`src/rtl/demux4_feeder_if.sv`:
```
// Sample handshake and demux drive bundle for demux4_feeder.
// Master is the upstream producer/observer; slave is the feeder itself.
interface demux4_feeder_if #(
    parameter int DEPTH = 4
);
    logic                     s_valid;
    logic                     s_ready;
    logic [1:0]               s_chan;
    logic                     s_data;
    logic [1:0]               dmx_sel;
    logic                     dmx_data;
    logic                     dmx_active;
    logic [$clog2(DEPTH):0]   level;

    modport master (
        output s_valid, s_chan, s_data,
        input  s_ready, dmx_sel, dmx_data, dmx_active, level
    );

    modport slave (
        input  s_valid, s_chan, s_data,
        output s_ready, dmx_sel, dmx_data, dmx_active, level
    );
endinterface

```
`src/rtl/demux4_feeder.sv`:
```
// Buffers (channel, bit) samples in a small FIFO and replays each one onto the
// demux sel/in0 inputs for HOLD_CYCLES cycles, back-to-back while samples wait.
module demux4_feeder #(
    parameter int DEPTH       = 4,
    parameter int HOLD_CYCLES = 2,
    parameter int CW          = 8
) (
    input  logic            clk,
    input  logic            rst_n,
    input  logic            flush,
    demux4_feeder_if.slave  bus
);
    localparam int AW = $clog2(DEPTH);
    localparam int LW = AW + 1;

    typedef enum logic [0:0] {
        IDLE = 1'b0,
        HOLD = 1'b1
    } state_t;

    state_t           state_r;
    logic [2:0]       mem_r [DEPTH];
    logic [AW-1:0]    wr_ptr_r;
    logic [AW-1:0]    rd_ptr_r;
    logic [LW-1:0]    level_r;
    logic [CW-1:0]    cnt_r;
    logic [1:0]       sel_r;
    logic             data_r;
    logic             active_r;

    logic             full_s;
    logic             push_s;
    logic             pop_s;
    logic [2:0]       head_s;

    // Handshake qualification and pop decision (a pop only ever coincides with a load)
    always_comb begin
        full_s = (level_r == LW'(DEPTH));
        push_s = bus.s_valid && !full_s;
        head_s = mem_r[rd_ptr_r];
        pop_s  = 1'b0;
        case (state_r)
            IDLE:    pop_s = (level_r != {LW{1'b0}});
            HOLD:    pop_s = (level_r != {LW{1'b0}}) && (cnt_r == {CW{1'b0}});
            default: pop_s = 1'b0;
        endcase
    end

    // FIFO storage, pointers and occupancy; flush drops everything including a same-edge push
    always_ff @(posedge clk or negedge rst_n) begin
        if (!rst_n) begin
            for (int i = 0; i < DEPTH; i++) begin
                mem_r[i] <= 3'b000;
            end
            wr_ptr_r <= {AW{1'b0}};
            rd_ptr_r <= {AW{1'b0}};
            level_r  <= {LW{1'b0}};
        end else if (flush) begin
            wr_ptr_r <= {AW{1'b0}};
            rd_ptr_r <= {AW{1'b0}};
            level_r  <= {LW{1'b0}};
        end else begin
            if (push_s) begin
                mem_r[wr_ptr_r] <= {bus.s_chan, bus.s_data};
                wr_ptr_r        <= wr_ptr_r + AW'(1);
            end
            if (pop_s) begin
                rd_ptr_r <= rd_ptr_r + AW'(1);
            end
            case ({push_s, pop_s})
                2'b10:   level_r <= level_r + LW'(1);
                2'b01:   level_r <= level_r - LW'(1);
                default: level_r <= level_r;
            endcase
        end
    end

    // Presentation FSM: loads a sample, holds it, chains the next one without a gap
    always_ff @(posedge clk or negedge rst_n) begin
        if (!rst_n) begin
            state_r  <= IDLE;
            cnt_r    <= {CW{1'b0}};
            sel_r    <= 2'b00;
            data_r   <= 1'b0;
            active_r <= 1'b0;
        end else if (flush) begin
            // sel is deliberately held so the demux routing does not glitch
            state_r  <= IDLE;
            cnt_r    <= {CW{1'b0}};
            data_r   <= 1'b0;
            active_r <= 1'b0;
        end else begin
            case (state_r)
                IDLE: begin
                    if (pop_s) begin
                        sel_r    <= head_s[2:1];
                        data_r   <= head_s[0];
                        active_r <= 1'b1;
                        cnt_r    <= CW'(HOLD_CYCLES - 1);
                        state_r  <= HOLD;
                    end
                end
                HOLD: begin
                    if (cnt_r != {CW{1'b0}}) begin
                        cnt_r <= cnt_r - CW'(1);
                    end else if (pop_s) begin
                        sel_r    <= head_s[2:1];
                        data_r   <= head_s[0];
                        active_r <= 1'b1;
                        cnt_r    <= CW'(HOLD_CYCLES - 1);
                    end else begin
                        data_r   <= 1'b0;
                        active_r <= 1'b0;
                        state_r  <= IDLE;
                    end
                end
                default: begin
                    state_r  <= IDLE;
                    cnt_r    <= {CW{1'b0}};
                    data_r   <= 1'b0;
                    active_r <= 1'b0;
                end
            endcase
        end
    end

    assign bus.s_ready    = !full_s;
    assign bus.level      = level_r;
    assign bus.dmx_sel    = sel_r;
    assign bus.dmx_data   = data_r;
    assign bus.dmx_active = active_r;

endmodule

```
`src/flat_wrapper.sv`:
```
// flat-port wrapper written by rule: the top's interface ports become plain ports
module demux4_feeder_flat 
#(
    parameter int DEPTH       = 4,
    parameter int HOLD_CYCLES = 2,
    parameter int CW          = 8
)
  (clk, rst_n, flush, bus_s_valid, bus_s_chan, bus_s_data, bus_s_ready, bus_dmx_sel, bus_dmx_data, bus_dmx_active, bus_level);
  demux4_feeder_if #(.DEPTH(DEPTH)) bus_i ();
  input  logic clk;
  input  logic rst_n;
  input  logic flush;
  input wire logic [$bits(bus_i.s_valid)-1:0] bus_s_valid;
  input wire logic [$bits(bus_i.s_chan)-1:0] bus_s_chan;
  input wire logic [$bits(bus_i.s_data)-1:0] bus_s_data;
  output wire logic [$bits(bus_i.s_ready)-1:0] bus_s_ready;
  output wire logic [$bits(bus_i.dmx_sel)-1:0] bus_dmx_sel;
  output wire logic [$bits(bus_i.dmx_data)-1:0] bus_dmx_data;
  output wire logic [$bits(bus_i.dmx_active)-1:0] bus_dmx_active;
  output wire logic [$bits(bus_i.level)-1:0] bus_level;
  assign bus_i.s_valid = bus_s_valid;
  assign bus_i.s_chan = bus_s_chan;
  assign bus_i.s_data = bus_s_data;
  assign bus_s_ready = bus_i.s_ready;
  assign bus_dmx_sel = bus_i.dmx_sel;
  assign bus_dmx_data = bus_i.dmx_data;
  assign bus_dmx_active = bus_i.dmx_active;
  assign bus_level = bus_i.level;
  demux4_feeder #(.DEPTH(DEPTH), .HOLD_CYCLES(HOLD_CYCLES), .CW(CW)) u_core (.clk(clk), .rst_n(rst_n), .flush(flush), .bus(bus_i));
endmodule
```
`config.mk`:
```
export PLATFORM = sky130hd
export DESIGN_NAME = demux4_feeder_flat
export DESIGN_NICKNAME = d
export VERILOG_FILES = /design/src/rtl/demux4_feeder_if.sv /design/src/rtl/demux4_feeder.sv /design/src/flat_wrapper.sv
export SDC_FILE = /design/constraint.sdc
export NUM_CORES = 1
export LEC_CHECK = 0
export ABC_CLOCK_PERIOD_IN_PS = 5810
export BUFFER_PORTS_ARGS = -buffer_cell sky130_fd_sc_hd__clkbuf_2
export CAP_MARGIN = 20
export CORE_UTILIZATION = 60
export DETAILED_ROUTE_END_ITERATION = 8
export HOLD_SLACK_MARGIN = 0.03
export PLACE_DENSITY = 0.83
export SYNTH_ARGS = -nofsm -noshare
export SYNTH_HDL_FRONTEND = slang
export SYNTH_SLANG_ARGS = --single-unit
export TNS_END_PERCENT = 10
```
`constraint.sdc`:
```
create_clock -name clk -period 5.81 [get_ports clk]
set_input_delay 0 -clock clk [delete_from_list [all_inputs] [get_ports clk]]
set_output_delay 0 -clock clk [all_outputs]
set_load 0.03 [all_outputs]
```
[Word-level counts from Yosys, hierarchy flattened]
Cells that the tools add are included.
Word-level totals
  register bits after elaboration: 32
  input bits: 7
  output and inout bits: 8
  word-level logic and storage cells: 76
Operators by class
  add/subtract/negate cells: 5
  order comparisons: 3
  equality and inequality tests: 6
  multiplexer cells: 33
  bitwise operators: 4
  reduce and logical (&&, ||, !) cells: 13
Operators by type and width (count)
  8-bit two-way mux: 3
  8-bit case mux with 2 select lines: 1
  12-bit bitwise mux: 1
  2-bit two-way mux: 6
  3-bit two-way mux: 4
  1-bit two-way mux: 10
  8-bit logical NOT: 1
  1-bit case mux with 2 select lines: 4
  8-bit nonzero test: 1
  8-bit by 1-bit subtractor with 8-bit output, second input constant: 1
  3-bit binary-select mux with 2-bit select: 1
  3-bit demux with 2-bit select: 1
  3-bit greater-or-equal comparator, second input constant: 2
  2-bit NOT with 3-bit output: 2
  3-bit case mux with 2 select lines: 1
  2-bit AND reduction: 3
  3-bit nonzero test: 2
  2-bit by 1-bit adder with 2-bit output, second input constant: 2
  2-bit case mux with 2 select lines: 1
  2-bit nonzero test: 2
  3-bit by 1-bit adder with 3-bit output, second input constant: 1
  3-bit equality test, second input constant: 1
  1-bit logical AND: 3
  3-bit by 1-bit less-than comparator with 1-bit output, second input constant: 1
  8 further kinds: 9

[Logic depth before layout (Yosys ltp)]
  word-level depth: 8
  depth in mapped cells: 11
  mapped depth without buffers: 10

[Worst setup path after synthesis]
OpenSTA, ideal clock, no wires.
  path kind: flip-flop to flip-flop
  start point: reg u_core.cnt_r[2]
  end point: reg u_core.level_r[2] (netlist: u_core.bus.level[2])
  setup time: 88 ps
  arrival: 2268 ps
  required time: 5722 ps
  slack: 3454 ps
  cell stages (with the launch flop): 11
  path buffers: 1
  period minus slack after synthesis: 2356 ps
  cells stage by stage: dfrtp_1 nor3_1 a31o_2 buf_2 nand2_1 a21oi_1 fa_1 nand2_1 o22ai_1 a31oi_1 a41oi_1
On the way
  longest elaborated chain between the ends: 6
  elaborated cells between the ends (all ways): 8
  those cells by class: 2 x eq/ne; 3 x mux; 3 x reduce/logical
Ends and longest elaborated chain
  start, declared: line demux4_feeder.sv:26  | logic [CW-1:0] cnt_r;
  start signal, assigned: line demux4_feeder.sv:82  | cnt_r <= {CW{1'b0}};
  start signal, assigned: line demux4_feeder.sv:89  | cnt_r <= {CW{1'b0}};
  start signal, assigned: line demux4_feeder.sv:99  | cnt_r <= CW'(HOLD_CYCLES - 1);
  8-bit logical NOT (*): line demux4_feeder.sv:44  | HOLD: pop_s = (level_r != {LW{1'b0}}) && (cnt_r == {CW{1'b0}});
  1-bit logical AND (*): line demux4_feeder.sv:44
  1-bit case mux with 2 select lines (*): line demux4_feeder.sv:42  | case (state_r)
  2-bit by 1-bit equality test with 1-bit output / 2-bit equality test (equally long branches): line demux4_feeder.sv:70  | case ({push_s, pop_s})
  3-bit case mux with 2 select lines: line demux4_feeder.sv:70
  3-bit two-way mux: line demux4_feeder.sv:58  | end else if (flush) begin
  end signal, assigned: line demux4_feeder.sv:57  | level_r <= {LW{1'b0}};
  end signal, assigned: line demux4_feeder.sv:71  | 2'b10: level_r <= level_r + LW'(1);
  end signal, assigned: line demux4_feeder.sv:72  | 2'b01: level_r <= level_r - LW'(1);
  end, declared: line demux4_feeder.sv:25  | logic [LW-1:0] level_r;
Every way passes the cells marked *; elsewhere a longest branch is shown, timed or not.
A chain may end at the register's enable or synchronous reset.

[Final worst setup path]
  start point: reg u_core.cnt_r[3]
  end point: reg u_core.level_r[2] (netlist: u_core.bus.level[2])
Same word-level chain as after synthesis.

==> results_dict.tcl <==
set metrics [dict create \
    tightestPinTransition_ns 0.793 \
    setup_violations 0 \
    critPathTopFamily "compound AO/OA/AOI/OAI gates" \
    ys_ff_latch 32 \
    syn_to_final_growth_pct 12.2 \
    cellLeakagePower_nw 0.866 \
    fmax_ghz 0.381 \
    fp.dieW_um 55.3 \
    syn_avg_cell_area_um2 10.5 \
    drtAntennaViolNets 0 \
    final_layout_size_suffix_gt1_frac 0.251 \
    worst_ir_drop_vdd_mv 0.414 \
    cts_root_buffer "clkbuf_4" \
    rsz0062_at_grt "false" \
    path_class "flop to flop" \
    critPathLaunch "u_core.cnt_r[3]" \
    pin_count 15 \
    cp-endpoint "u_core.bus.level[2]" \
    power_frac_comb 0.456 \
    yosysWarningCount 0 \
    crit_required_ns 6.06 \
    cts_buffer_depth 2 \
    netlist_instances 162 \
    synth.net_count 175 \
    max_slew_margin 0.471 \
    min_path_type "input port to flop" \
    worstPathMaxFanout 16 \
    dr.pass1.iters 4 \
    vias 1343 \
    fin_tns_setup_ns 0 \
    dp_hpwl_mm 2.34 \
    vias_per_cell 6.31 \
    max_stage_delay_ns 0.55 \
    drc 0 \
    r2r_cells 9 \
    crit_slowest_cell "nor3_1" \
    powerDensity_nw_per_um2 527 \
    track_usage 0.247 \
    antenna_found_initial 0 \
    worstPathCellList "nor3_1, a31o_2, nand2_1, a21oi_1, fa_1, nand2_1, o22ai_1, a31oi_1, a41oi_1" \
    cts_setup_buffers 0 \
    cts_tree "done" \
    cts_hold_buf 4 \
    clkPwrFrac 0.166 \
    rows 18 \
    run_status "finished clean" \
    grt_max_degree 33 \
    cap_violations 0 \
    grt_pass1_wl_mm 5.93 \
    slew_violations 0 \
    chipHeight_um 55.3 \
    synth_seq_area_share 0.469 \
    grt_pass1_vias 1286 \
    switching_share 0.407 \
    coreArea_um2 2590 \
    grt.overflow.total 0 \
    worstPathArrival_ns 2.87 \
    cts_buffers 5 \
    gp_congestion 0.884 \
    skew_ns 0.0102 \
    rr_startpoint "u_core.cnt_r[3]" \
    post-route-period-util 0.452 \
    cp-end-kind "flop" \
    cts_num_sinks 32 \
    drtIter0Drc 46 \
    critical_path_depth 9 \
    reg2reg_slack_ns 3.19 \
    critPathBufInv 0 \
    fin_nets 195 \
    detail_route.wirelength_mm 3.47 \
    htreeDepth 2 \
    initial_core_util 0.659 \
    clock_latency_ns 0.33 \
    crit_top_cell "nand2_1" \
    ctsResizeCount 0 \
    p_seq_frac 0.378 \
    power.internal_uw 599 \
    placed_area_um2 1790 \
    critPathLaunchType "flop" \
    clkTransAtPathRegs_ns 0.10 \
    wl_per_cell_um 16.3 \
    final-hold-violation-count 0 \
    ys_types 35 \
    port-buffer-count 14 \
    min_period_ns 2.62 \
    fin_area_um2 1920 \
    die_area_um2 3060 \
    syn_area_um2 1710 \
    diodes 0 \
    r2r-end "u_core.bus.level[2]" \
    p_sw_uw 410 \
]
registers in the layout, indices dropped and copies added, names as in the netlist:
register,cells
u_core.mem_r,12
u_core.cnt_r,8
u_core.bus.level,3
u_core.bus.dmx_sel,2
u_core.rd_ptr_r,2
u_core.wr_ptr_r,2
u_core.bus.dmx_active,1
u_core.bus.dmx_data,1
u_core.state_r,1
kinds of logic (layout without fill, tap and decap cells):
group | after synthesis | count (layout) | synth area share
flops | 32 | 32 | 0.469
buf+inv | 12 | 33 | 0.0271
mux | 20 | 20 | 0.151
xor+xnor | 1 | 1 | 0.00513
fa+ha+maj | 6 | 6 | 0.0484
simple gates | 58 | 58 | 0.179
compound gates | 33 | 33 | 0.120
layout by cell type (no fill, tap or decap), types with 7 or more instances in the layout:
cell	n
dfrtp_1	32
mux2_2	16
nand2_1	14
clkbuf_2	14
a21oi_1	13
nor2_1	9
nand3_1	8
or3_1	7
o21ai_0	7
worst min path at each step:
stage          depth (start not counted)                    end   startpoint
2_1_floorplan                          0  u_core.bus.dmx_active        rst_n
3_3_place_gp                           1        u_core.cnt_r[1]        rst_n
3_5_place_dp                           1        u_core.cnt_r[4]        rst_n
4_1_cts                                3     u_core.wr_ptr_r[1]  bus_s_valid
5_1_grt                                3     u_core.wr_ptr_r[1]  bus_s_valid
6_report                               3     u_core.wr_ptr_r[1]  bus_s_valid
synth_stat cells:
library cell / count / area, um2
fa_1: 1 / 20.0
or4b_1: 1 / 10.0
dfrtp_1: 32 / 801
buf_2: 1 / 5.00
or3_1: 7 / 43.8
a31o_2: 1 / 8.76
a21oi_1: 13 / 65.1
a221oi_2: 1 / 15.0
ha_1: 5 / 62.6
o22ai_1: 1 / 6.26
and3b_1: 1 / 8.76
mux2i_1: 1 / 10.0
o211a_1: 1 / 10.0
or3b_1: 1 / 8.76
or3b_2: 1 / 8.76
nor2b_1: 3 / 18.8
clkbuf_1: 6 / 22.5
nand4b_1: 2 / 17.5
nand4_1: 1 / 6.26
o21ai_0: 7 / 35.0
o221ai_1: 1 / 8.76
a31oi_1: 4 / 25.0
mux2_2: 16 / 180
o21a_1: 1 / 7.51
a41oi_1: 1 / 8.76
nand2b_1: 4 / 25.0
nand3_1: 8 / 40.0
xnor2_1: 1 / 8.76
a22oi_1: 2 / 15.0
or2_2: 1 / 6.26
inv_1: 5 / 18.8
nor2_1: 9 / 33.8
mux4_2: 3 / 67.6
nor3_1: 5 / 25.0
nand2_1: 14 / 52.6
power groups by stage:
stage / logic, mW / registers [mW] / clock network (mW)
floorplan: 0.319 / 0.402 / 0
global placement: 0.435 / 0.375 / 0
detailed placement: 0.448 / 0.384 / 0
CTS: 0.456 / 0.379 / 0.169
global route: 0.509 / 0.394 / 0.179
finish: 0.460 / 0.381 / 0.167
worst reg2reg max path: cells and delay by family (launching register included):
kind            cells  cell delay, ns
compound gates      5            1.06
fa+ha+maj           1            0.28
flops               1            0.44
simple gates        3            0.77
stage by stage:
stage                     setup slack [ns]  hold slack (ns)  instances   util  total power [mW]
after detailed placement              3.28            0.119        200  0.693             0.832
after CTS                             3.23           0.0729        212  0.738              1.00
final                                 3.19           0.0897        213  0.740              1.01
after global placement                3.39            0.112        200  0.693             0.810
after floorplan                       3.45           -0.296        162      -             0.721
after global routing                  3.02           0.0906        213  0.740              1.08
layer usage:
layer	track usage	vias to the layer above	wire [um]
li1	-	628	-
met1	0.322	667	1500
met2	0.404	41	1770
met3	0.0656	7	146
met4	0.0750	0	48
met5	0	-	0
final cells by class:
cell class / count / area, um2
clock inverter: 2 / 35.0
fill: 170 / 674
clock buffer: 6 / 41.3
inverter: 5 / 18.8
multi-input combinational: 118 / 860
sequential: 32 / 801
tap: 30 / 37.5
timing repair buffer: 20 / 123
No activity file was read; power rests on OpenSTA's default activity.
